===== src/rtl/mdc_pkg.sv =====
// Shared types and defaults for the multiplier display controller.
package mdc_pkg;

  typedef enum logic [2:0] {
    IDLE,
    MULT,
    SETTLE,
    LOAD,
    SHOW,
    STEP,
    ERR
  } state_t;

  localparam int unsigned SETTLE_CYC_DEF     = 2;
  localparam int unsigned BITS_PER_DIGIT_DEF = 4;
  localparam int unsigned MAX_OFFSET_DEF     = 1;
  localparam int unsigned TIMEOUT_CYC_DEF    = 64;

  // Wide enough for any sensible settle/step/watchdog length.
  localparam int unsigned CNT_W = 16;

  localparam logic DIR_LEFT  = 1'b1;
  localparam logic DIR_RIGHT = 1'b0;

endpackage


===== src/rtl/mdc_cycle_counter.sv =====
// Down-counter shared by the settle, step and watchdog phases.
// load takes priority; tc is high once the count has reached zero.
module mdc_cycle_counter #(
  parameter int unsigned W = 16
) (
  input  logic         clk,
  input  logic         rst_n,
  input  logic         load,
  input  logic         en,
  input  logic [W-1:0] load_val,
  output logic         tc
);

  logic [W-1:0] cnt;

  always_ff @(posedge clk or negedge rst_n) begin
    if (!rst_n) begin
      cnt <= '0;
    end else if (load) begin
      cnt <= load_val;
    end else if (en && (cnt != '0)) begin
      cnt <= cnt - 1'b1;
    end
  end

  assign tc = (cnt == '0);

endmodule


===== src/rtl/mult_display_ctrl.sv =====
// Sequences multiply -> BCD settle -> display load, and scrolls a 4-digit
// window over the 5-digit result. Optional watchdog: define MDC_WATCHDOG_EN.
module mult_display_ctrl
  import mdc_pkg::*;
#(
  parameter int unsigned SETTLE_CYC     = SETTLE_CYC_DEF,
  parameter int unsigned BITS_PER_DIGIT = BITS_PER_DIGIT_DEF,
  parameter int unsigned MAX_OFFSET     = MAX_OFFSET_DEF,
  parameter int unsigned TIMEOUT_CYC    = TIMEOUT_CYC_DEF
) (
  input  logic       clk,
  input  logic       rst_n,
  input  logic       start,
  input  logic       scroll_l,
  input  logic       scroll_r,
  input  logic       mult_done,
  input  logic       neg_a,
  input  logic       neg_b,
  output logic       mult_start,
  output logic       sr_load,
  output logic       sr_en,
  output logic       sr_dir,
  output logic [1:0] offset,
  output logic       neg,
  output logic       busy,
  output logic       err
);

  localparam logic [1:0] OFF_MAX = 2'(MAX_OFFSET);

  state_t             state, state_nx;
  logic               cnt_load, cnt_en, cnt_tc;
  logic [CNT_W-1:0]   cnt_val;
  logic               go_mult, go_step, step_done, step_dir;

  mdc_cycle_counter #(.W(CNT_W)) u_cnt (
    .clk      (clk),
    .rst_n    (rst_n),
    .load     (cnt_load),
    .en       (cnt_en),
    .load_val (cnt_val),
    .tc       (cnt_tc)
  );

  always_comb begin
    state_nx  = state;
    cnt_load  = 1'b0;
    cnt_en    = 1'b0;
    cnt_val   = '0;
    go_mult   = 1'b0;
    go_step   = 1'b0;
    step_done = 1'b0;
    step_dir  = sr_dir;

    unique case (state)
      IDLE: if (start) go_mult = 1'b1;
      MULT: begin
        cnt_en = 1'b1;
        if (mult_done) begin
          state_nx = SETTLE;
          cnt_load = 1'b1;
          cnt_val  = CNT_W'(SETTLE_CYC - 1);
        end
`ifdef MDC_WATCHDOG_EN
        else if (cnt_tc) begin
          state_nx = ERR;
        end
`endif
      end
      SETTLE: begin
        cnt_en = 1'b1;
        if (cnt_tc) state_nx = LOAD;
      end
      LOAD: state_nx = SHOW;
      SHOW: begin
        // start outranks scrolls; simultaneous left+right is dropped.
        if (start) begin
          go_mult = 1'b1;
        end else if (scroll_l && !scroll_r && (offset < OFF_MAX)) begin
          go_step  = 1'b1;
          step_dir = DIR_LEFT;
        end else if (scroll_r && !scroll_l && (offset != '0)) begin
          go_step  = 1'b1;
          step_dir = DIR_RIGHT;
        end
      end
      STEP: begin
        cnt_en = 1'b1;
        if (cnt_tc) begin
          step_done = 1'b1;
          state_nx  = SHOW;
        end
      end
      ERR: if (start) go_mult = 1'b1;
      default: state_nx = IDLE;
    endcase

    // Watchdog length is loaded on every MULT entry; only the watchdog build acts on it.
    if (go_mult) begin
      state_nx = MULT;
      cnt_load = 1'b1;
      cnt_val  = CNT_W'(TIMEOUT_CYC - 1);
    end
    if (go_step) begin
      state_nx = STEP;
      cnt_load = 1'b1;
      cnt_val  = CNT_W'(BITS_PER_DIGIT - 1);
    end
  end

  always_ff @(posedge clk or negedge rst_n) begin
    if (!rst_n) begin
      state  <= IDLE;
      offset <= '0;
      neg    <= 1'b0;
      sr_dir <= DIR_RIGHT;
    end else begin
      state <= state_nx;
      if (go_mult) begin
        neg    <= neg_a ^ neg_b;
        offset <= '0;
      end
      if (go_step) sr_dir <= step_dir;
      if (step_done) offset <= (sr_dir == DIR_LEFT) ? offset + 2'd1 : offset - 2'd1;
    end
  end

  assign mult_start = (state == MULT);
  assign sr_load    = (state == LOAD);
  assign sr_en      = (state == STEP);
  assign busy       = !((state == IDLE) || (state == SHOW));

`ifdef MDC_WATCHDOG_EN
  assign err = (state == ERR);
`else
  assign err = 1'b0;
`endif

endmodule


===== config.mk =====
export PLATFORM = sky130hd
export DESIGN_NAME = mult_display_ctrl
export DESIGN_NICKNAME = d
export VERILOG_FILES = /design/src/rtl/mdc_pkg.sv /design/src/rtl/mdc_cycle_counter.sv /design/src/rtl/mult_display_ctrl.sv
export SDC_FILE = /design/constraint.sdc
export NUM_CORES = 1
export LEC_CHECK = 0
export ABC_AREA = 1
export BUFFER_PORTS_ARGS = -buffer_cell sky130_fd_sc_hd__buf_2
export CORE_ASPECT_RATIO = 1.1
export CORE_UTILIZATION = 38
export DETAILED_ROUTE_END_ITERATION = 12
export PLACE_DENSITY_LB_ADDON = 0.05
export SYNTH_ARGS = -nofsm -noshare
export SYNTH_HDL_FRONTEND = slang
export SYNTH_HIERARCHICAL = 1
export SYNTH_SLANG_ARGS = --single-unit

===== constraint.sdc =====
create_clock -name clk -period 2.35 [get_ports clk]
set_input_delay 0.47 -clock clk [delete_from_list [all_inputs] [get_ports clk]]
set_output_delay 0.47 -clock clk [all_outputs]
set_load 0.05 [all_outputs]

# ---- Word level (Yosys, flattened, before mapping)
# Cells that the tools add are included.
dict set report totals {
  register_bits 23
  in_bits 8
  output_inout_bits 9
  wordCells 71
}
dict set report op_classes {
  n_addsub 3
  order_cmp 1
  n_eq_ne 10
  n_mux 30
  n_bitwise 2
  reduce_logical 20
}
# operator count
set ops {}
lappend ops {{two-way mux 16 bit} 4}
lappend ops {{two-way mux 1 bit} 17}
lappend ops {{zero test 16 bit} 1}
lappend ops {{nonzero test 16 bit} 1}
lappend ops {{subtractor 16 x 1 -> 16 bit (second input constant)} 1}
lappend ops {{two-way mux 3 bit} 5}
lappend ops {{one-hot mux 3 bit (5 select lines)} 1}
lappend ops {{== test 3 bit (second input constant)} 3}
lappend ops {{AND reduction 4 bit} 2}
lappend ops {{nonzero test 2 bit} 4}
lappend ops {{== test 3 x 2 -> 1 bit (second input constant)} 2}
lappend ops {{two-way mux 2 bit} 3}
lappend ops {{OR reduction 3 bit} 2}
lappend ops {{logical AND 1 bit} 5}
lappend ops {{!= test 4 x 1 -> 1 bit (second input constant)} 1}
lappend ops {{!= test 4 x 2 -> 1 bit (second input constant)} 1}
lappend ops {{!= test 4 bit (second input constant)} 1}
lappend ops {{== test 3 x 1 -> 1 bit (second input constant)} 1}
lappend ops {{zero test 1 bit} 3}
lappend ops {{zero test 3 bit} 1}
lappend ops {{!= test 3 x 1 -> 1 bit (second input constant)} 1}
lappend ops {{adder 2 x 1 -> 2 bit (second input constant)} 1}
lappend ops {{< comparator 2 x 1 -> 1 bit (second input constant)} 1}
lappend ops {{subtractor 2 x 1 -> 2 bit (second input constant)} 1}
lappend ops {{3 further kinds} 3}

# ---- Depth between registers and ports, before layout
# Gate-level depths: netlist of the first run.
dict set report depth {
  word_depth 9
  depth_mapped 15
  depth_no_buf 14
}

# ---- Modules after synthesis
# The synthesis of the first run kept the hierarchy.
# mod n_inst cells_each area_each_um2 seq_area_each_um2
set by_module_without_submodules {}
lappend by_module_without_submodules {mdc_cycle_counter 1 183 1255.0 400.4}
lappend by_module_without_submodules {mult_display_ctrl 1 80 546.8 175.2}

# ---- Worst setup path after synthesis of the first run
# OpenSTA, ideal clock, no wires.
dict set report synth_timing {
  path_type {register to register}
  startpoint {register offset[0]}
  endpoint {register u_cnt.cnt[14]}
  setup_time_ns 0.119
  t_arrival_ns 2.081
  required_time_ns 2.231
  slack_ns 0.150
  path_stages_with_launch 15
  n_path_buf 1
  synth_period_minus_slack_ns 2.200
  cell_sequence {dfrtp_1 -> inv_1 -> ha_1 -> inv_1 -> nand3_1 -> nand2_1 -> nand2_2 -> inv_2 -> nor2_4 -> o21ai_2 -> inv_2 -> buf_2 -> or2_2 -> nand3_2 -> nand2_1}
}
dict set report synth_between {
  elab_chain_len 8
  word_cells_on_any_way 12
  classes_between {order compare: 1; mux: 7; reduce/logical: 4}
}
# element line_no
set synth_rtl {}
lappend synth_rtl {{start: declaration} mult_display_ctrl.sv:23} ;# output logic [1:0] offset,
lappend synth_rtl {{start signal: assignment} mult_display_ctrl.sv:124} ;# if (step_done) offset <= (sr_dir == DIR_LEFT) ? offset + 2'd1 : offset - 2'd1;
lappend synth_rtl {{nonzero test 2 bit} mult_display_ctrl.sv:82} ;# end else if (scroll_r && !scroll_l && (offset != '0)) begin
lappend synth_rtl {{logical AND 1 bit} mult_display_ctrl.sv:82}
lappend synth_rtl {{two-way mux 1 bit} mult_display_ctrl.sv:82}
lappend synth_rtl {{two-way mux 1 bit (*)} mult_display_ctrl.sv:79} ;# end else if (scroll_l && !scroll_r && (offset < OFF_MAX)) begin
lappend synth_rtl {{two-way mux 1 bit (*)} mult_display_ctrl.sv:77} ;# if (start) begin
lappend synth_rtl {{two-way mux 1 bit (*)} mult_display_ctrl.sv:55} ;# unique case (state)
lappend synth_rtl {{two-way mux 1 bit (*)} mult_display_ctrl.sv:104} ;# if (go_step) begin
lappend synth_rtl {{net cnt_load} mult_display_ctrl.sv:32} ;# logic cnt_load, cnt_en, cnt_tc;
lappend synth_rtl {{two-way mux 16 bit / nonzero test 2 bit (equally long branches)} --}
lappend synth_rtl {{end signal: assignment} mdc_cycle_counter.sv:20} ;# cnt <= load_val;
lappend synth_rtl {{end signal: assignment} mdc_cycle_counter.sv:22} ;# cnt <= cnt - 1'b1;
lappend synth_rtl {{end: declaration} mdc_cycle_counter.sv:14} ;# logic [W-1:0] cnt;
# Mark *: on every way through the listed nets, which the timed path passes. The rest lies on a longest branch.
# A chain may end at the register's enable or synchronous reset.

# ---- Worst setup path in the final report of the first run
dict set report layout_timing {
  startpoint {register u_cnt.cnt[0]}
  endpoint {register state[0]}
}
dict set report layout_between {
  elab_chain_len 3
  word_cells_on_any_way 4
  classes_between {eq/ne: 2; reduce/logical: 2}
}
# element line_no
set layout_rtl {}
lappend layout_rtl {{zero test 16 bit (*)} mdc_cycle_counter.sv:26} ;# assign tc = (cnt == '0);
lappend layout_rtl {{net cnt_tc} mult_display_ctrl.sv:32}
lappend layout_rtl {{!= test 4 bit (no line) / != test 4 x 1 -> 1 bit (equally long branches)} --}
lappend layout_rtl {{AND reduction 4 bit (no line) (*)} --}
lappend layout_rtl {{end signal: assignment} mult_display_ctrl.sv:118} ;# state <= state_nx;
lappend layout_rtl {{end: declaration} mult_display_ctrl.sv:31} ;# state_t state, state_nx;
# Marked as above.

==> results of run 1 <==
[report_power, final]
group	switching (W)	internal [W]
combinational	0.00127	0.000633
clock	0.000139	0.000120
sequential	0.000222	0.000579
total	0.00163	0.00133
[through the flow]
step / area (µm²) / hold slack [ns] / setup WS [ns] / total power [W]
3_3_place_gp: 1947 / 0.4774 / 0.07171 / 0.002592
5_1_grt: 2079 / 0.2273 / -0.02701 / 0.003259
6_report: 2079 / 0.1775 / 0.1915 / 0.002963
2_1_floorplan: 1839 / 0.1744 / 0.1502 / 0.002268
3_5_place_dp: 1947 / 0.4874 / 0.08235 / 0.002590
4_1_cts: 1996 / 0.2008 / 0.04309 / 0.002861
[worst paths after layout]
path | cells after the start | endpoint
max in group asynchronous | 1 | u_cnt/cnt[14]
max reg2reg | 13 | state[0]
min in group clk | 3 | neg
max | 13 | state[0]
min | 1 | u_cnt/cnt[5]
min reg2reg | 2 | neg
[timing repair]
action                     in CTS  in global routing
setup endpoints to repair       0                  6
resized for setup               0                 14
buffers inserted                0                  4
hold buffers                    0                  0
[synth_stat cells (all sizes together)]
library cell / number
a21oi: 4
buf: 4
clkbuf: 2
conb: 1
dfrtp: 23
ha: 3
inv: 32
nand2: 81
nand3: 41
nor2: 44
nor4: 1
o21ai: 13
o21bai: 1
o31ai: 1
or2: 4
xnor2: 2
xor2: 6
[cell usage in the layout, fill, tap and decap left out, drive strengths merged]
master,synthesis,layout
a21oi,4,4
buf,4,20
clkbuf,2,3
clkinvlp,0,1
conb,1,11
dfrtp,23,23
ha,3,3
inv,32,32
nand2,81,81
nand3,41,41
nor2,44,44
nor4,1,1
o21ai,13,13
o21bai,1,1
o31ai,1,1
or2,4,4
xnor2,2,2
xor2,6,6
[flip-flops by register name (all words and copies together), names as in the netlist]
register / cells
neg: 1
sr_dir: 1
offset: 2
u_cnt/cnt: 16
state: 3
[layer usage]
metal,global-route usage [%],routed length (µm)
met3,1.840,67
met5,0,0
met2,33.44,1995
met1,23.96,1997
met4,4.255,27
[kinds of logic after synthesis]
kind of cell               count (synthesis)
DFF                                       23
adders and majority gates                  3
and+or+nand+nor                          171
buffers and inverters                     38
xor gates and xnor gates                   8
AOI/OAI and AO/OA                         19
other                                      1
[layout make-up]
type,count,area share [%]
Multi-Input combinational cell,212,55.42
Sequential cell,23,27.68
Inverter,32,5.897
Timing Repair Buffer,20,5.415
Tap cell,54,3.249
Clock buffer,3,1.986
Clock inverter,1,0.3610
==> impl_results.md, run 1 <==
* ANT nets after route at 0
* Full die area at 5021 µm²
* Placed insts at 337
* Max-slew headroom at 63.11%
* Antenna violations before repair at 0
* Pwr/cell area at 1425 nW/µm²
* Clock Tree Root: clkbuf_8
* Compound-cell area share of the yosys netlist at 6.806%
* CP delay by family, top: simple AND/OR/NAND/NOR gates
* Worst r2r src: u_cnt/cnt[0]
* Critical-path top delay cell: dfrtp_1
* Worst Hold Class: in2async
* CTS tree: done
* NumNets Final at 303
* Avg WL per Cell at 11.85 µm
* Max Slew Vio Count at 0
* Worst-Margin Slew at 0.5534 ns
* Startpoint Class: flip-flop
* Crit path DAT at 2.32 ns
* Total grt overflow at 0
* Yosys warns at 6
* Routed vias/inst at 4.649
* Vias in the first global route at 1552
* Layout cells sized above 1 at 26.46%
* Setup Total Neg Slack at 0 ns
* Worst skew pair latency at 0.27 ns
* Fin cells at 345
* Synth-to-layout area growth at 15.42%
* Worst path most repeated cell: nor2_4
* Die Width at 67.66 µm
* Clock transition at path regs at 0.10 ns
* IO Port Bufs at 15
* GRT Total Usage at 18.72%
* Worst Path Buf+Inv at 2
* Critical Path Sink Type: flip-flop
* MaxCap Viol Count at 0
* DR vias at 1604
* # H-tree levels at 1
* Final Hold Fails at 0
* Yosys cell types at 29
* Layout Skew at 0.008143 ns
* Drt pass-1 iters at 4
* Row cnt at 25
* Sequential element share of the synthesized area at 31.94%
* CP Cell Sequence: inv_2, ha_4, inv_1, nor2_4, nand3_4, nor2_4, nand2_2, nor4_4, nor2_2, nor2_4, nand3_2, nand2_1, nand2_1
* Worst EP required at 2.51 ns
* 1st-iter DRT viols at 80
* Post-synthesis cell count at 263
* Num Clock Sinks at 23
* Total CTS buffers at 3
* Post-Synth Simple-Gate Area at 46.04%
* Post-synthesis instance area at 1802 µm²
* Final core occ at 47.15%
* Critical path origin: u_cnt/cnt[0]
* Fmax at 463.3 MHz
* Antenna cell count at 0
* Post-synthesis mux area share at 0%
* Yosys top cell by area: dfrtp_1
* Register Area at 575.6 µm²
* LEAKAGE at 1.076 nW
* FF-to-FF setup slack at 0.19 ns
* Status: finished clean
* Worst vdd ir at 0.6774 mV
* Core Area at 4410 µm²
* Footprint of the multi-input gates at 1152 µm²
* Dpl hpwl at 2983 µm
* CP Class: reg2reg
* Final Critical Period at 2.159 ns
* Gpl congestion at 0.8231
* Post-Synth XOR/XNOR Area at 3.889%
* Syn avg cell area at 6.851 µm²
* Area contributors post-synth: dfrtp_1, nand2_1, nand3_1
* Final setup vio count at 0
* Crit path largest cell delay at 0.41 ns
* Period utilization at 91.85%
* First-pass GRT wire length at 7072 µm
* Post-synth top area share at 31.94%
* Largest net degree at the start of global routing at 25
* Crit path max fanout at 4
* Adder-cell area share of the yosys netlist at 2.083%
* Fill cell instance count of the final layout at 461
* #FFs+latches synth at 23
* DRC viols at 0
* Initial core utilization at 40.85%
* DRT Wirelength at 4087 µm
* Combinational family with the most area after synthesis: simple AND/OR/NAND/NOR gates
* Die Ht at 74.22 µm
* Buffer depth of the longest clock path at 2
* Top Ports at 17
(Power assumes the default switching activity.)
==> inputs of run 2 (changes only) <==
- SYNTH_HIERARCHICAL: 1 -> default
==> run 2 against run 1 <==
Routed wire length fell by 12%. Synthesized cell count down 7.6%. Combinational power is 22% lower. Sequential cell count unchanged. Clock skew is 0.0037 ns lower. Via count down 8.6%. Count of clock-buffer cells in the layout increased by 1. Area after synthesis down 8.5%. Sequential power decreased by 16%. Critical path type is now reg2out. Largest power group unchanged. Highest routed layer unchanged.
==> impl_results.md, run 2 <==
* Status: finished clean
* Logic pwr share at 61.5% (-2.7 points)
* Crit path max fanout at 6 (+2)
* Dpl cell area at 1759 µm² (-9.6%)
* Die Ht at 71.09 µm (-4.2%)
* Period utilization at 80.98% (-11 points)
* DR vias at 1466 (-8.6%)
* Worst EP required at 1.88 ns (-0.63 ns)
* LEAKAGE at 1.057 nW (-1.8%)
* Gpl congestion at 0.7761 (-5.7%)
* Worst vdd ir at 0.6621 mV (-2.3%)
* Sequential power share at 28.0% (+1.0 points)
* Vias in the first global route at 1413 (-9.0%)
* Post-synthesis cell count at 243 (-7.6%)
* NumNets Final at 271 (-11%)
* Met1 GRT Util at 22.95% (-1.0 points)
* Startpoint Class: flip-flop
* CP Class: reg2out
* #FFs+latches synth at 23 (unchanged)
* Row cnt at 24 (-4.0%)
* Syn avg cell area at 6.786 µm² (-0.94%)
* Post-cts hold buffer count at 0 (unchanged)
* GRT met3 Usage at 2.419% (+0.58 points)
* MaxCap Viol Count at 0 (unchanged)
* Num Clock Sinks at 23 (unchanged)
* Pwr/cell area at 1339 nW/µm² (-6.0%)
* Most common cell after layout, fill and taps aside: nand2_1
* Max-slew headroom at 60.16% (-3.0 points)
* Clock power frac at 10.5% (+1.7 points)
* RSZ-0062 raised after global routing: false
* Layout Skew at 0.004454 ns (-0.003689 ns)
* Die Width at 64.81 µm (-4.2%)
* Top-count cell post-synth: nand2_1
* Worst skew pair latency at 0.27 ns (about the same)
* Worst Hold Class: in2async
* Layout cells sized above 1 at 15.06% (-11 points)
* Post-synth EDFFs at 0 (unchanged)
* Crit path largest cell delay at 0.45 ns (+0.04 ns)
* Worst path most repeated cell: nor2_2
* ANT nets after route at 0 (unchanged)
* Max Slew Vio Count at 0 (unchanged)
* Prevailing post-synth register cell: dfrtp_1
* Total grt overflow at 0 (unchanged)
* DRC viols at 0 (unchanged)
* Async SR Flop Fraction at 100.0% (unchanged)
* IO Port Bufs at 15 (unchanged)
* Sequential element share of the synthesized area at 34.90% (+3.0 points)
* Drt pass-1 iters at 4 (unchanged)
* Full die area at 4607 µm² (-8.2%)
* Most frequent cells in the layout: nand2_1, nand3_1, nor2_1
* Clock transition at path regs at 0.09 ns (about the same)
* Crit path DAT at 1.43 ns (-0.89 ns)
* Antenna cell count at 0 (unchanged)
* 1st-iter DRT viols at 58 (-28%)
* Fmax at 525.5 MHz (+13%)
* Total CTS buffers at 3 (unchanged)
* Sw Pwr at 0.001297 W (-20%)
* Worst Path Buf+Inv at 2 (unchanged)
* Fill cell instance count of the final layout at 450 (-2.4%)
* Yosys cell types at 28 (-3.4%)
* Final Hold Fails at 0 (unchanged)
* Post-CTS Setup Inserts at 0 (unchanged)
* Final Critical Period at 1.903 ns (-0.2555 ns)
* Post-synth top area share at 34.90% (+3.0 points)
* Dpl hpwl at 2730 µm (-8.5%)
* CP delay by family, top: flip-flops
* Post-route cell area at 1804 µm² (-13%)
* Yosys warns at 0 (-6)
* Buffer depth of the longest clock path at 2 (unchanged)
* Post-CTS sizing at 0 (unchanged)
* Final setup vio count at 0 (unchanged)
* Internal power at 0.001119 W (-16%)
* Routed vias/inst at 4.714 (+1.4%)
* Critical-path top delay cell: dfrtp_1
* Largest Register: u_cnt.cnt
* CTS tree: done
* Synth top cells by count: nand2_1, nand3_1, nor2_1
* Largest net degree at the start of global routing at 24 (-4.0%)
* Setup Total Neg Slack at 0 ns (unchanged)
* Avg WL per Cell at 11.56 µm (-2.4%)
* Gr busiest metal: met2
* Antenna violations before repair at 0 (unchanged)
* Post-synthesis instance area at 1649 µm² (-8.5%)
* Syn Nets at 254
* Sw Share at 53.69% (-1.4 points)
* Core Area at 4054 µm² (-8.1%)
* Top Ports at 17 (unchanged)
* DRT Wirelength at 3595 µm (-12%)
* Clock Tree Root: clkbuf_8
* Worst-Margin Slew at 0.5942 ns (+0.04077 ns)
* CP Cell Sequence: nor2_2, inv_2, nor2_2, buf_2
* First-pass GRT wire length at 6334 µm (-10%)
* # H-tree levels at 1 (unchanged)
* Critical Path Sink Type: output port
* Area contributors post-synth: dfrtp_1, nand2_1, nand3_1
* Synth-to-layout area growth at 9.408%
* Largest register FFs at 16 (unchanged)
* GRT Total Usage at 17.92% (-0.80 points)
* Initial core utilization at 40.68% (-0.17 points)
* Yosys top cell by area: dfrtp_1
* GR Layer Usage met2 at 30.09% (-3.4 points)
* Biggest regs: u_cnt.cnt (16), state (3), offset (2)
run 2: changes by cell type in the layout (fill, tap and decap cells not counted), moves of 3 or more:
| cell | previous run | this run |
|---|---|---|
| o21ai_0 | 6 | 3 |
| inv_1 | 21 | 24 |
| nor2_4 | 6 | 2 |
| nor2_1 | 32 | 29 |
| nand4_1 | 0 | 7 |
| nand2_1 | 70 | 79 |
| conb_1 | 11 | 1 |
| nor2_2 | 6 | 3 |
| o21ai_2 | 4 | 1 |
| or2_2 | 4 | 0 |
| nand2_2 | 9 | 2 |
| inv_2 | 10 | 3 |
run 2: final timing paths:
| path | from | endpoint | slack [ns] | depth (start not counted) |
|---|---|---|---|---|
| worst max-delay path | state[1] | sr_en | 0.45 | 4 |
| worst min-delay path | rst_n | u_cnt.cnt[9] | 0.18 | 1 |
| worst max register to register | u_cnt.cnt[0] | u_cnt.cnt[14] | 0.55 | 7 |
| worst min register to register | neg | neg | 0.49 | 2 |
| max in group asynchronous | rst_n | state[0] | 1.81 | 1 |
| min in group clk | neg_a | neg | 0.48 | 3 |
run 2: metrics by stage:
stage,total power [W],worst slack [ns],std cells,hold WS [ns],util (%)
after global routing,0.002687,0.3477,311,0.2273,44.51
after floorplan,0.001925,0.5928,243,0.1744,-
final,0.002416,0.4470,311,0.1760,44.51
after global placement,0.002185,0.5403,307,0.4638,43.40
after CTS,0.002446,0.4413,311,0.1953,44.51
after detailed placement,0.002181,0.5292,307,0.4749,43.40
run 2: final cells by class:
| type | instances | area (µm²) | area share (%) |
|---|---|---|---|
| Multi-Input combinational cell | 186 | 912.1 | 50.55 |
| Tap cell | 52 | 65.06 | 3.606 |
| Sequential cell | 23 | 575.6 | 31.90 |
| Clock buffer | 4 | 45.04 | 2.497 |
| Timing Repair Buffer | 19 | 105.1 | 5.825 |
| Inverter | 27 | 101.3 | 5.617 |
run 2: per-layer routing:
layer  vias to the layer above  part of all wire (%)
li1                        797                     -
met1                       652                    50
met2                        13                    46
met3                         4                   2.1
met4                         0                   1.2
met5                         -                     0
run 2: kinds of logic after synthesis:
group | count (synthesis) | share of synthesized area (%)
fa+ha+maj | 3 | 2.276
compound gates | 11 | 4.173
flops | 23 | 34.90
other cells | 1 | 0.2274
buf+inv | 34 | 9.787
xor+xnor | 8 | 4.249
simple gates | 163 | 44.38
run 2: power groups by stage:
stage	clock [W]	sequential, W	combinational, W
floorplan	0	0.000697	0.00123
global placement	0	0.000685	0.00150
detailed placement	0	0.000686	0.00150
CTS	0.000264	0.000678	0.00150
global route	0.000280	0.000704	0.00170
finish	0.000254	0.000676	0.00149
